===== src/rtl/result_writeback.sv =====
// Result writeback buffer.
// Captures four accumulated lane words per Capture strobe into a two-entry FIFO.
// Drains each set as four sequential words (lane 0..3) to an addressed sink.
// The sink uses a valid/ready handshake.
// Address counter auto-increments per word and wraps at 2^ADDR_WIDTH.
module result_writeback #(
    parameter int DATA_WIDTH = 8,
    parameter int ADDR_WIDTH = 10,
    parameter int RELU_EN    = 1
) (
    input  logic                    Clk,
    input  logic                    rst,
    input  logic [4*DATA_WIDTH-1:0] Input_data_0,
    input  logic [4*DATA_WIDTH-1:0] Input_data_1,
    input  logic [4*DATA_WIDTH-1:0] Input_data_2,
    input  logic [4*DATA_WIDTH-1:0] Input_data_3,
    input  logic                    Capture,
    output logic                    Capture_ready,
    input  logic                    Addr_load,
    input  logic [ADDR_WIDTH-1:0]   Base_addr,
    output logic [4*DATA_WIDTH-1:0] Out_data,
    output logic [ADDR_WIDTH-1:0]   Out_addr,
    output logic                    Out_valid,
    input  logic                    Out_ready,
    output logic                    Busy,
    output logic                    Overflow_err
);

    localparam int W = 4 * DATA_WIDTH;
    localparam logic [ADDR_WIDTH-1:0] ADDR_ONE = {{(ADDR_WIDTH-1){1'b0}}, 1'b1};

    typedef enum logic {
        S_IDLE,
        S_SEND
    } state_t;

    logic [W-1:0]          r_fifo [2][4];
    logic                  r_wr_ptr;
    logic                  r_rd_ptr;
    logic [1:0]            r_count;
    logic                  r_ovf;

    state_t                r_state;
    logic [1:0]            r_lane;
    logic [W-1:0]          r_out_data;
    logic [ADDR_WIDTH-1:0] r_addr;
    logic                  r_out_valid;

    logic                  w_cap_ready;
    logic                  w_push;
    logic                  w_xfer;
    logic                  w_pop;
    logic                  w_more;
    logic [W-1:0]          w_next_word0;

    function automatic logic [W-1:0] relu(input logic [W-1:0] d);
        if (RELU_EN != 0 && d[W-1])
            return '0;
        return d;
    endfunction

    // Capture acceptance ignores a same-cycle drain; a full FIFO always refuses.
    assign w_cap_ready = (r_count != 2'd2);
    assign w_push      = Capture & w_cap_ready;
    assign w_xfer      = r_out_valid & Out_ready;
    assign w_pop       = w_xfer & (r_lane == 2'd3);
    // Another set is ready after a pop.
    // It is either already stored, or being captured on this same edge.
    assign w_more      = (r_count == 2'd2) | w_push;

    // First word of the set that follows the head.
    // When that set is being captured on this edge, bypass straight from the inputs.
    always_comb begin
        w_next_word0 = Input_data_0;
        if (r_count == 2'd2)
            w_next_word0 = r_fifo[~r_rd_ptr][0];
    end

    // Result set storage; validity is tracked by the count, so no reset is needed.
    always_ff @(posedge Clk) begin
        if (w_push) begin
            r_fifo[r_wr_ptr][0] <= Input_data_0;
            r_fifo[r_wr_ptr][1] <= Input_data_1;
            r_fifo[r_wr_ptr][2] <= Input_data_2;
            r_fifo[r_wr_ptr][3] <= Input_data_3;
        end
    end

    // FIFO pointers, occupancy and the sticky overflow flag.
    always_ff @(posedge Clk or posedge rst) begin
        if (rst) begin
            r_wr_ptr <= 1'b0;
            r_rd_ptr <= 1'b0;
            r_count  <= 2'd0;
            r_ovf    <= 1'b0;
        end else begin
            if (w_push)
                r_wr_ptr <= ~r_wr_ptr;
            if (w_pop)
                r_rd_ptr <= ~r_rd_ptr;
            case ({w_push, w_pop})
                2'b10:   r_count <= r_count + 2'd1;
                2'b01:   r_count <= r_count - 2'd1;
                default: r_count <= r_count;
            endcase
            if (Capture && !w_cap_ready)
                r_ovf <= 1'b1;
        end
    end

    // Drain FSM with registered word, address and valid outputs.
    always_ff @(posedge Clk or posedge rst) begin
        if (rst) begin
            r_state     <= S_IDLE;
            r_lane      <= 2'd0;
            r_out_data  <= '0;
            r_addr      <= '0;
            r_out_valid <= 1'b0;
        end else begin
            case (r_state)
                S_IDLE: begin
                    if (Addr_load && r_count == 2'd0)
                        r_addr <= Base_addr;
                    if (w_push) begin
                        r_state     <= S_SEND;
                        r_lane      <= 2'd0;
                        r_out_data  <= relu(Input_data_0);
                        r_out_valid <= 1'b1;
                    end
                end
                S_SEND: begin
                    if (w_xfer) begin
                        r_addr <= r_addr + ADDR_ONE;
                        if (r_lane != 2'd3) begin
                            r_lane     <= r_lane + 2'd1;
                            r_out_data <= relu(r_fifo[r_rd_ptr][r_lane + 2'd1]);
                        end else if (w_more) begin
                            r_lane     <= 2'd0;
                            r_out_data <= relu(w_next_word0);
                        end else begin
                            r_state     <= S_IDLE;
                            r_lane      <= 2'd0;
                            r_out_data  <= '0;
                            r_out_valid <= 1'b0;
                        end
                    end
                end
                default: begin
                    r_state     <= S_IDLE;
                    r_out_valid <= 1'b0;
                end
            endcase
        end
    end

    assign Capture_ready = w_cap_ready;
    assign Busy          = (r_count != 2'd0);
    assign Overflow_err  = r_ovf;
    assign Out_data      = r_out_data;
    assign Out_addr      = r_addr;
    assign Out_valid     = r_out_valid;

endmodule

===== config.mk =====
export PLATFORM = sky130hd
export DESIGN_NAME = result_writeback
export DESIGN_NICKNAME = d
export VERILOG_FILES = /design/src/rtl/result_writeback.sv
export SDC_FILE = /design/constraint.sdc
export NUM_CORES = 1
export LEC_CHECK = 0
export ABC_AREA = 1
export CORE_ASPECT_RATIO = 0.6
export CORE_MARGIN = 2
export CORE_UTILIZATION = 42
export DETAILED_ROUTE_END_ITERATION = 10
export PLACE_DENSITY = 0.66
export SYNTH_ARGS = -nofsm -noshare
export SYNTH_HDL_FRONTEND = slang
export SYNTH_SLANG_ARGS = --single-unit

===== constraint.sdc =====
create_clock -name Clk -period 6.4 [get_ports Clk]
set_clock_uncertainty 0.05 [all_clocks]
set_input_delay 1.6 -clock Clk [delete_from_list [all_inputs] [get_ports Clk]]
set_output_delay 1.6 -clock Clk [all_outputs]
set_load 0.005 [all_outputs]

==> impl_metrics.json <==
{
  "combPwrFrac": 0.032,
  "period_needed_ps": 3826,
  "post_cts_buffers": 0,
  "core_um2": 32290,
  "nets": 1724,
  "grt_setup_unrepaired": "false",
  "yosysWarnings": 0,
  "post-place-ws_ps": 2392,
  "ir_drop_v": 0.0001973,
  "num_rows": 51,
  "internal_power_mw": 3.264,
  "drtPass1Iterations": 5,
  "syn2layout_area_growth_pct": 22.70,
  "drive_above_1_share": 0.04625,
  "grtUsageTotal": 0.2186,
  "cp_max_fo": 36,
  "syn_inst": 1431,
  "worst_slack_ps": 2574,
  "clock_path_buffers": 3,
  "synth_seq_cells": 306,
  "cts_resized": 0,
  "drv_cap": 0,
  "vias": 10580,
  "grt_antenna_before_repair": 0,
  "finalMaxSlewViolations": 0,
  "synth_area_um2": 13720,
  "setup_viol": 0,
  "swShare": 0.1957,
  "gr-total-overflow": 0,
  "slew_headroom": 0.2482,
  "path_clk_slew_ps": 60,
  "power.total_mw": 4.058,
  "grt_pass1_wl_um": 57120,
  "path_class": "flop to output port",
  "cts_buffers": 29,
  "power_density_nw_per_um2": 241.0,
  "p_sw_uw": 794.0,
  "p_seq_frac": 0.532,
  "status": "finished, final reports clean",
  "clkPwrFrac": 0.436,
  "diodes": 0,
  "syn_area_per_cell_um2": 9.589,
  "initial_core_util": 0.4250,
  "die_area_um2": 34180,
  "worstHoldPathType": "flop to flop",
  "path_cells": "inv_2, nand2_4, clkdlybuf4s50_1",
  "synth_nets": 1577,
  "h-tree-depth": 1,
  "drt_iter0_drc": 1323,
  "viasPerCell": 5.229,
  "holdBufCountCts": 0,
  "route.detailed.drc": 0,
  "hold_viol": 0,
  "wl_per_cell_um": 18.70,
  "timing.hold.ws_ps": 438.6,
  "cts_root_buf": "clkbuf_16",
  "cpPeakStageDelay_ps": 630,
  "critical_path_required_ps": 4750,
  "cp-end-kind": "output port",
  "tns_ps": 0,
  "boundaryPins": 189,
  "insertion_delay_ps": 560,
  "grt_pass1_vias": 9641,
  "routed_wl_um": 37850,
  "tightest_slew_ps": 1128,
  "ant_nets": 0,
  "crit_path_start_kind": "flop",
  "dp_hpwl_um": 23370,
  "port_buffers": 187,
  "worst_path_dominant_cell_family": "buffers and inverters",
  "critPathArrivalTime_ps": 2180,
  "synth_cell_types": 30,
  "die_x_um": 237.4,
  "leakagePower_nw": 6.449,
  "globalplace.congestion": 0.7907,
  "tritoncts": "built",
  "period_share": 0.5979,
  "yosysSeqAreaShare": 0.6514,
  "grt_max_degree": 130,
  "clock.fmax_mhz": 261.3,
  "cts_num_sinks": 306,
  "cp_slowest_cell": "clkdlybuf4s50_1",
  "crit_buf_inv": 2,
  "die_height_um": 144.0
}
[layer usage]
layer	track usage	share of wire	vias up
met5	0	0	-
met4	0.04270	0.016	0
met3	0.04047	0.087	44
met2	0.3272	0.44	440
met1	0.3333	0.46	5045
li1	-	-	5054
[sequential cells by signal, summed over array words and instances, names as in the netlist]
signal        count
Out_addr         10
Out_data         31
Out_valid         1
Overflow_err      1
r_count           2
r_fifo          256
r_lane            2
r_rd_ptr          1
r_state           1
r_wr_ptr          1
[worst reg2reg max path, stage by stage (launching register included)]
cell	delay [ps]
dfrtp_4	760
inv_1	940
nand3_1	200
nand3_1	150
nand2_1	70
nor2_2	450
buf_4	400
nand2_1	110
nand2_1	70
nand2_1	50
a21oi_1	180
[path summary, 6_finish.rpt]
path	cells past startpoint	startpoint	endpoint	slack, ps
min in group asynchronous	2	rst	Out_data[19]	1320
max in group asynchronous	3	rst	r_lane[0]	4100
min	1	Overflow_err	Overflow_err	440
max	3	r_count[0]	Capture_ready	2570
max reg2reg	10	r_lane[0]	Out_data[23]	2900
min reg2reg	1	Overflow_err	Overflow_err	440
[Yosys cell counts]
cell type / number / share of area
nand2_1: 482 / 0.13
o41ai_1: 1 / 0.00064
nand2_4: 2 / 0.0016
o22ai_1: 1 / 0.00046
nor2_2: 1 / 0.00046
a21oi_2: 1 / 0.00064
inv_2: 2 / 0.00055
or2_1: 1 / 0.00046
conb_1: 1 / 0.00027
nand4_1: 1 / 0.00046
buf_6: 1 / 0.00082
o31ai_1: 1 / 0.00055
ha_1: 3 / 0.0027
dfrtp_1: 50 / 0.091
inv_1: 50 / 0.014
buf_2: 22 / 0.0080
a21oi_4: 1 / 0.0012
xor2_1: 3 / 0.0019
nor2_1: 201 / 0.055
clkbuf_1: 38 / 0.010
a21oi_1: 75 / 0.027
edfxtp_1: 256 / 0.56
nand3_1: 13 / 0.0047
o21ai_0: 151 / 0.055
xnor2_1: 1 / 0.00064
buf_1: 7 / 0.0019
a31oi_1: 1 / 0.00046
o21ai_1: 46 / 0.017
a31o_2: 1 / 0.00064
buf_4: 17 / 0.0093
[final cells by class]
cell class	instances	area, µm²
multi-input combinational	988	4188
inverter	52	197.7
fill	2875	15450
timing repair buffer	201	2002
tap	424	530.5
clock inverter	16	185.2
sequential	306	8947
clock buffer	37	785.8
[logic make-up after synthesis]
| logic type | count (synthesis) | synth area share |
|---|---|---|
| adder cells (fa/ha/maj) | 3 | 0.002736 |
| AO/OA/AOI/OAI | 279 | 0.1038 |
| flip-flops | 306 | 0.6514 |
| other | 1 | 0.0002733 |
| AND/OR/NAND/NOR | 701 | 0.1946 |
| XOR/XNOR | 4 | 0.002554 |
| buffers and inverters | 137 | 0.04468 |
[power groups by stage]
stage	Clock (mW)	Combinational [mW]	Sequential (mW)
final	1.77	0.129	2.16
after global routing	1.88	0.136	2.16
after CTS	1.80	0.129	2.16
after detailed placement	0	0.128	2.20
after global placement	0	0.125	2.20
after floorplan	0	0.00927	2.20
[metrics by stage]
stage / instance area [µm²] / util / std cells
floorplan: 13730 / - / 1431
global placement: 15870 / 0.4914 / 1971
detailed placement: 15870 / 0.4914 / 1971
CTS: 16840 / 0.5214 / 2024
global route: 16840 / 0.5214 / 2024
finish: 16840 / 0.5214 / 2024
[placed cells by master (no fill, tap or decap), types with 12 or more instances in the layout]
cell	netlist	final
nand2_1	482	482
edfxtp_1	256	256
nor2_1	201	198
clkdlybuf4s50_1	0	187
o21ai_0	151	151
a21oi_1	75	75
inv_1	50	49
dfrtp_1	50	47
o21ai_1	46	46
clkbuf_16	0	29
nand3_1	13	13
buf_4	17	12
Power figures use the tool's default switching activity.
